File: src/rtl/uart_pkg.sv
// rtl/uart_pkg.sv - shared UART types, frame constants and helper functions
package uart_pkg;

    localparam int DEFAULT_DATA_WIDTH = 8;
    localparam int FRAME_WIDTH        = DEFAULT_DATA_WIDTH + 3;

    typedef enum logic [2:0] {
        S_IDLE,
        S_START,
        S_DATA,
        S_PARITY,
        S_STOP,
        S_BREAK
    } rx_state_t;

    function automatic int cycles_per_bit(input int clk_freq, input int baud);
        return clk_freq / baud;
    endfunction

    // Parity bit the transmitter appends; data narrower than 32 bits is zero-extended.
    function automatic logic parity_bit(input logic [31:0] data, input logic odd);
        return (^data) ^ odd;
    endfunction

endpackage

File: src/rtl/uart_if.sv
// rtl/uart_if.sv - receiver-side byte/status bundle between uart_rx and its consumer
interface uart_if #(
    parameter int DATA_WIDTH = 8
);
    logic [DATA_WIDTH-1:0] RxData;
    logic                  valid;
    logic                  parity_err;
    logic                  frame_err;
    logic                  busy;

    modport master (output RxData, valid, parity_err, frame_err, busy);
    modport slave  (input  RxData, valid, parity_err, frame_err, busy);
endinterface

File: src/rtl/uart_sync.sv
// rtl/uart_sync.sv - two-flop synchroniser with selectable reset level
module uart_sync #(
    parameter bit RESET_VAL = 1'b1
) (
    input  logic clk,
    input  logic reset,
    input  logic d,
    output logic q
);

    logic meta;

    always_ff @(posedge clk) begin
        if (reset) begin
            meta <= RESET_VAL;
            q    <= RESET_VAL;
        end else begin
            meta <= d;
            q    <= meta;
        end
    end

endmodule

File: src/rtl/uart_rx.sv
// rtl/uart_rx.sv - UART receiver: start, MSB-first data, parity, stop; mid-bit sampling
module uart_rx
    import uart_pkg::*;
#(
    parameter int DATA_WIDTH = 8,
    parameter int CLK_FREQ   = 100_000_000,
    parameter int BAUD_RATE  = 115_200,
    parameter bit PARITY_ODD = 1'b0
) (
    input  logic clk,
    input  logic reset,
    input  logic RxD,
    uart_if.master rx
);

    localparam int CYCLES_PER_BIT = cycles_per_bit(CLK_FREQ, BAUD_RATE);
    localparam int HALF_BIT       = CYCLES_PER_BIT / 2;
    localparam int CNT_W          = $clog2(CYCLES_PER_BIT);
    localparam int BIT_W          = (DATA_WIDTH > 1) ? $clog2(DATA_WIDTH) : 1;

    localparam logic [CNT_W-1:0] CNT_HALF = CNT_W'(HALF_BIT - 1);
    localparam logic [CNT_W-1:0] CNT_BIT  = CNT_W'(CYCLES_PER_BIT - 1);
    localparam logic [BIT_W-1:0] LAST_BIT = BIT_W'(DATA_WIDTH - 1);

    logic                  rxs;
    rx_state_t             state, state_n;
    logic [CNT_W-1:0]      cnt;
    logic [BIT_W-1:0]      bit_idx;
    logic [DATA_WIDTH-1:0] shreg;
    logic                  par_err_q;
    logic                  tick;
    logic                  load_half, load_bit, shift_en, par_en, stop_en;

    uart_sync #(.RESET_VAL(1'b1)) u_sync (
        .clk   (clk),
        .reset (reset),
        .d     (RxD),
        .q     (rxs)
    );

    assign tick = (cnt == '0);

    always_ff @(posedge clk) begin
        if (reset) state <= S_IDLE;
        else       state <= state_n;
    end

    // Entry to IDLE only happens with the line high, so a low rxs here is a fresh falling edge.
    always_comb begin
        state_n   = state;
        load_half = 1'b0;
        load_bit  = 1'b0;
        shift_en  = 1'b0;
        par_en    = 1'b0;
        stop_en   = 1'b0;
        case (state)
            S_IDLE: begin
                if (!rxs) begin
                    state_n   = S_START;
                    load_half = 1'b1;
                end
            end
            S_START: begin
                if (tick) begin
                    if (rxs) begin
                        state_n = S_IDLE;
                    end else begin
                        state_n  = S_DATA;
                        load_bit = 1'b1;
                    end
                end
            end
            S_DATA: begin
                if (tick) begin
                    shift_en = 1'b1;
                    load_bit = 1'b1;
                    if (bit_idx == LAST_BIT) state_n = S_PARITY;
                end
            end
            S_PARITY: begin
                if (tick) begin
                    par_en   = 1'b1;
                    load_bit = 1'b1;
                    state_n  = S_STOP;
                end
            end
            S_STOP: begin
                if (tick) begin
                    stop_en = 1'b1;
                    state_n = rxs ? S_IDLE : S_BREAK;
                end
            end
            S_BREAK: begin
                if (rxs) state_n = S_IDLE;
            end
            default: state_n = S_IDLE;
        endcase
    end

    always_ff @(posedge clk) begin
        if (reset) begin
            cnt           <= '0;
            bit_idx       <= '0;
            shreg         <= '0;
            par_err_q     <= 1'b0;
            rx.RxData     <= '0;
            rx.valid      <= 1'b0;
            rx.parity_err <= 1'b0;
            rx.frame_err  <= 1'b0;
            rx.busy       <= 1'b0;
        end else begin
            if (load_half)     cnt <= CNT_HALF;
            else if (load_bit) cnt <= CNT_BIT;
            else if (!tick)    cnt <= cnt - CNT_W'(1);

            if (load_half)     bit_idx <= '0;
            else if (shift_en) bit_idx <= bit_idx + BIT_W'(1);

            if (shift_en) shreg <= {shreg[DATA_WIDTH-2:0], rxs};
            if (par_en)   par_err_q <= (parity_bit(32'(shreg), PARITY_ODD) != rxs);

            // Outputs move together so the consumer sees a coherent byte/flag set on valid.
            rx.valid <= stop_en;
            if (stop_en) begin
                rx.RxData     <= shreg;
                rx.parity_err <= par_err_q;
                rx.frame_err  <= ~rxs;
            end

            rx.busy <= (state_n inside {S_DATA, S_PARITY, S_STOP, S_BREAK});
        end
    end

endmodule
File: src/flat_wrapper.sv
// flat-port wrapper written by rule: the top's interface ports become plain ports
module uart_rx_flat import uart_pkg::*;
#(
    parameter int DATA_WIDTH = 8,
    parameter int CLK_FREQ   = 100_000_000,
    parameter int BAUD_RATE  = 115_200,
    parameter bit PARITY_ODD = 1'b0
)
  (clk, reset, RxD, rx_RxData, rx_valid, rx_parity_err, rx_frame_err, rx_busy);
  uart_if #(.DATA_WIDTH(DATA_WIDTH)) rx_i ();
  input  logic clk;
  input  logic reset;
  input  logic RxD;
  output wire logic [$bits(rx_i.RxData)-1:0] rx_RxData;
  output wire logic [$bits(rx_i.valid)-1:0] rx_valid;
  output wire logic [$bits(rx_i.parity_err)-1:0] rx_parity_err;
  output wire logic [$bits(rx_i.frame_err)-1:0] rx_frame_err;
  output wire logic [$bits(rx_i.busy)-1:0] rx_busy;
  assign rx_RxData = rx_i.RxData;
  assign rx_valid = rx_i.valid;
  assign rx_parity_err = rx_i.parity_err;
  assign rx_frame_err = rx_i.frame_err;
  assign rx_busy = rx_i.busy;
  uart_rx #(.DATA_WIDTH(DATA_WIDTH), .CLK_FREQ(CLK_FREQ), .BAUD_RATE(BAUD_RATE), .PARITY_ODD(PARITY_ODD)) u_core (.clk(clk), .reset(reset), .RxD(RxD), .rx(rx_i));
endmodule
File: config.mk
export PLATFORM = sky130hd
export DESIGN_NAME = uart_rx_flat
export DESIGN_NICKNAME = d
export VERILOG_FILES = /design/src/rtl/uart_pkg.sv /design/src/rtl/uart_if.sv /design/src/rtl/uart_sync.sv /design/src/rtl/uart_rx.sv /design/src/flat_wrapper.sv
export SDC_FILE = /design/constraint.sdc
export NUM_CORES = 1
export LEC_CHECK = 0
export CAP_MARGIN = 0
export CORE_MARGIN = 5
export CORE_UTILIZATION = 30
export CTS_CLUSTER_DIAMETER = 150
export CTS_CLUSTER_SIZE = 25
export DETAILED_ROUTE_END_ITERATION = 6
export GPL_ROUTABILITY_DRIVEN = 1
export PLACE_DENSITY_LB_ADDON = 0.3
export SLEW_MARGIN = 20
export SYNTH_ARGS = -nofsm -noshare
export SYNTH_HDL_FRONTEND = slang
export SYNTH_HIERARCHICAL = 1
export SYNTH_SLANG_ARGS = --single-unit
File: constraint.sdc
create_clock -name clk -period 2.5 [get_ports clk]
set_input_delay 0.25 -clock clk [delete_from_list [all_inputs] [get_ports clk]]
set_output_delay 0.25 -clock clk [all_outputs]
set_load 0.005 [all_outputs]
# After elaboration in Yosys (flattened, before gate mapping)
# Index checks and enable logic that the tools add are counted.
# word_totals
ff_bits	39
input_bits	3
output_inout_bits	12
# op_classes
n_addsub	2
n_eq_ne	13
mux	21
n_bitwise	1
reduce_logical	7
# ops
op	count
$reduce_xor A32 Y1	1
$mux W3	8
$mux W10	2
$pmux W3 S6	1
$eq A3 B3 Y1 const B	5
$eq A3 B2 Y1 const B	4
$logic_not A10 Y1	1
$sub A10 B1 Y10 const B	1
$mux W9	1
$mux W1	7
$reduce_bool A4 Y1	1
$reduce_or A2 Y1	2
$add A3 B1 Y3 const B	1
$eq A3 B1 Y1 const B	1
$logic_not A3 Y1	1
$ne A3 B3 Y1 const B	1
$reduce_or A3 Y1	1
$mux W2	1
$ne A2 B2 Y1 const B	1
$pmux W1 S2	1
$ne A1 B1 Y1	1
$not A1 Y1	1

# Depth between registers and ports, before layout
# depth
word_depth	6
ltp_mapped	9

# Modules after synthesis
# Netlist, hierarchy kept.
# modules_own_cells
module	n_inst	cells_per_inst	area_each_um2	seq_area_each_um2
uart_rx	1	204	1755.4	740.7
uart_sync	1	4	52.6	40.0

# Least setup slack after synthesis
# Ideal clock, no wire load.
# synth_path
path_type	reg2reg
startpoint	register u_core.cnt[0]
endpoint	register u_core.rx.RxData[2]
t_arrival_ps	1578
t_required_ps	2364
path_slack_ps	786
path_stages_with_launch	9
n_path_buf	1
period_less_slack_ps	1714
path_cell_list	dfxtp_1 -> inv_1 -> ha_1 -> nor3b_2 -> nand3_2 -> or3_1 -> buf_2 -> nand2_1 -> a21oi_2
# synth_between
elab_chain_cells	3
# synth_lines
element	line_no	text
start, declared	uart_rx.sv:27	logic [CNT_W-1:0] cnt;
start signal, assigned	uart_rx.sv:114	else if (!tick) cnt <= cnt - CNT_W'(1);
$logic_not A10 Y1	uart_rx.sv:41	assign tick = (cnt == '0);
$mux W1	uart_rx.sv:88	if (tick) begin
$mux W1	uart_rx.sv:56	case (state)
end signal, assigned	uart_rx.sv:125	rx.RxData <= shreg;
end, declared	uart_if.sv:11	modport master (output RxData, valid, parity_err, frame_err, busy);
# Every way passes these cells.
# A chain may end at the register's enable or synchronous reset.

# Final worst setup path
# layout_path
startpoint	register u_core.cnt[0]
endpoint	register u_core.shreg[2]
# layout_between
elab_chain_cells	3
# layout_lines
element	line_no	text
$logic_not A10 Y1	uart_rx.sv:41	
$mux W1	uart_rx.sv:74	if (tick) begin
$mux W1	uart_rx.sv:56	
end signal, assigned	uart_rx.sv:119	if (shift_en) shreg <= {shreg[DATA_WIDTH-2:0], rxs};
end, declared	uart_rx.sv:29	logic [DATA_WIDTH-1:0] shreg;
# Every way passes these cells.

==> results.ini <==
[power]
p_total_mw=1.83
p_per_area_nw_per_um2=871
leakagePower_nw=0.707
max-vdd-ir-drop_mv=0.320

[routing]
via_count=1367
drt_first_iter_violations=57
routed_via_density=4.63
wl_per_cell_um=11.8
wl_mm=3.50
firstDrtPassIters=4
ant_nets=0
drc_errors=0

[timing]
report.final.setup_viol=0
finalClockSkew_ns=0.00506
max_freq_ghz=0.473
hold_viol=0
finalSetupTns_ns=0
worst_pin_slew_ns=0.512
period_share_pct=84.6
slew_headroom_pct=65.6
period_needed_ns=2.11
rsz0062_at_grt=false
slew_violations=0

[final_layout]
final_cell_mix=43 x nand2_1, 39 x dfxtp_1, 18 x a21oi_1, 14 x clkdlybuf4s50_1, 14 x nor2_1
multi_input_area_sq_um=948
instances_no_fill=295
drive_gt1_share_pct=12.7
mostFrequentLayoutCell=nand2_1
diodes=0
area_delta_synth_final_pct=16.0
register_area_sq_um=781
final_core_util_pct=35.6
nets=226
fillers=640

[global_route]
antenna_found_initial=0
grt_max_degree=20
grt_pass1_vias=1386
groute.usage.overall_pct=10.1
globalRoute.totalOverflow=0
grt_pass1_wl_mm=6.34

[flow_run]
cap_violations=0

[clock_network]
postCtsHoldBufs=0
clkTransAtPathRegs_ns=0.08
cts_sinks=39
clock_latency_ns=0.28
cts_buffer_depth=2
post_cts_buffers=0
cts_inserted_buffers=5
cts_tree=done
cts_max_level=2
clock-root-buffer=clkbuf_8
cts_resized=0

[synthesis]
ys_async_sr_fraction_pct=0
synth_edf_count=0
synth_fp_nets=215
yosys_warnings=6
synth_flop_cell=dfxtp_1
synth_cell_types=41
ys_ff_latch=39
synthCells=208
ys_seq_area_share_pct=43.2
syn_area_per_cell_sq_um=8.69
syn_area_sq_um=1810

[placed_design]
port_buffers=14
dp_hpwl_mm=2.44
gp_congestion=0.802
placed_cells=287

[critical_path]
worst-endpoint-required_ns=2.66
end_kind=flip-flop
critPathMaxFanout=13
cp.arrival_ns=2.28
critPathLaunchType=flip-flop
path_class=flip-flop to flip-flop

[floorplanning]
num_io_pins=15
start_util_pct=30.7
core_sq_um=5890
fp.dieArea_sq_um=7680
die_h_um=87.6
row_count=28
die-width_um=87.6

[status]
status=finished, final reports clean

[hold_path]
min_path_type=flip-flop to flip-flop

cells by family after synthesis:
| family | after synthesis | synth area share (%) |
|---|---|---|
| compound gates | 41 | 15.2 |
| xor+xnor | 13 | 7.06 |
| fa+ha+maj | 4 | 2.77 |
| buf+inv | 15 | 4.36 |
| flops | 39 | 43.2 |
| mux | 3 | 1.66 |
| simple gates | 93 | 25.8 |
layout make-up:
type,count,share of cell area [%]
multi-input cells,154,45.2
well taps,75,4.47
repair buffers,17,7.76
inverters,2,0.358
clock buffers,7,4.59
flip-flops and latches,39,37.2
clock inverters,1,0.358
stage by stage:
stage | instance area, sq um | worst slack, ns | hold slack [ns]
after floorplan | 1810 | 0.786 | 0.319
after global routing | 2100 | 0.163 | 0.444
after CTS | 2100 | 0.369 | 0.417
final | 2100 | 0.386 | 0.411
after global placement | 1990 | 0.424 | 0.387
after detailed placement | 1990 | 0.388 | 0.401
flip-flops by register name, summed over array words and instances, names as in the netlist, 3 cells and up:
name and flops:
u_core/bit_idx 3, u_core/cnt 10, u_core/rx.RxData 8, u_core/shreg 8, u_core/state 3
Yosys cell counts, types with 2 or more instances:
cell type / instances / area, sq um
nand2b_1: 5 / 31.3
nand3_1: 3 / 15.0
buf_2: 3 / 15.0
buf_6: 2 / 22.5
nor2b_1: 4 / 25.0
mux2i_1: 3 / 30.0
dfxtp_1: 39 / 781
or3_1: 2 / 12.5
and3_1: 3 / 18.8
xnor2_1: 10 / 87.6
o21ai_0: 3 / 15.0
or2_1: 2 / 12.5
clkbuf_1: 6 / 22.5
xor2_1: 2 / 17.5
nor4_1: 2 / 12.5
inv_1: 2 / 7.51
a21oi_2: 9 / 78.8
ha_1: 4 / 50.1
nor3_1: 7 / 35.0
a211oi_1: 4 / 30.0
nand2_1: 43 / 161
nor2_1: 14 / 52.6
a21oi_1: 18 / 90.1
metal layers:
| metal | part of all wire [%] | vias up | global-route usage [%] |
|---|---|---|---|
| met1 | 50 | 629 | 13.2 |
| met2 | 46 | 13 | 16.6 |
| met3 | 3.3 | 2 | 2.73 |
| met5 | 0 | - | 0 |
| li1 | - | 723 | - |
| met4 | 0.57 | 0 | 2.65 |
critical path: stages, from the launching register on:
cell	delay [ns]
dfxtp_1	0.31
inv_1	0.11
ha_1	0.15
nor3b_2	0.32
nand3_2	0.31
or3_1	0.60
nand2_1	0.13
a21oi_1	0.06
worst paths after layout:
kind	slack, ns	from	cells past startpoint	end
worst min-delay path	0.41	u_core/u_sync/meta$_SDFF_PP1_	1	u_core/u_sync/q$_SDFF_PP1_
worst max-delay path	0.39	u_core/cnt[0]$_SDFFE_PP0P_	7	u_core/shreg[2]$_SDFFE_PP0P_
worst min register to register	0.41	u_core/u_sync/meta$_SDFF_PP1_	1	u_core/u_sync/q$_SDFF_PP1_
worst max register to register	0.39	u_core/cnt[0]$_SDFFE_PP0P_	7	u_core/shreg[2]$_SDFFE_PP0P_
report_power, final:
part	internal (mW)	switching [mW]	total, mW
registers	0.695	0.0811	0.776
clock network	0.251	0.214	0.465
logic	0.259	0.325	0.585
total	1.21	0.620	1.83
(Power assumes the default switching activity.)
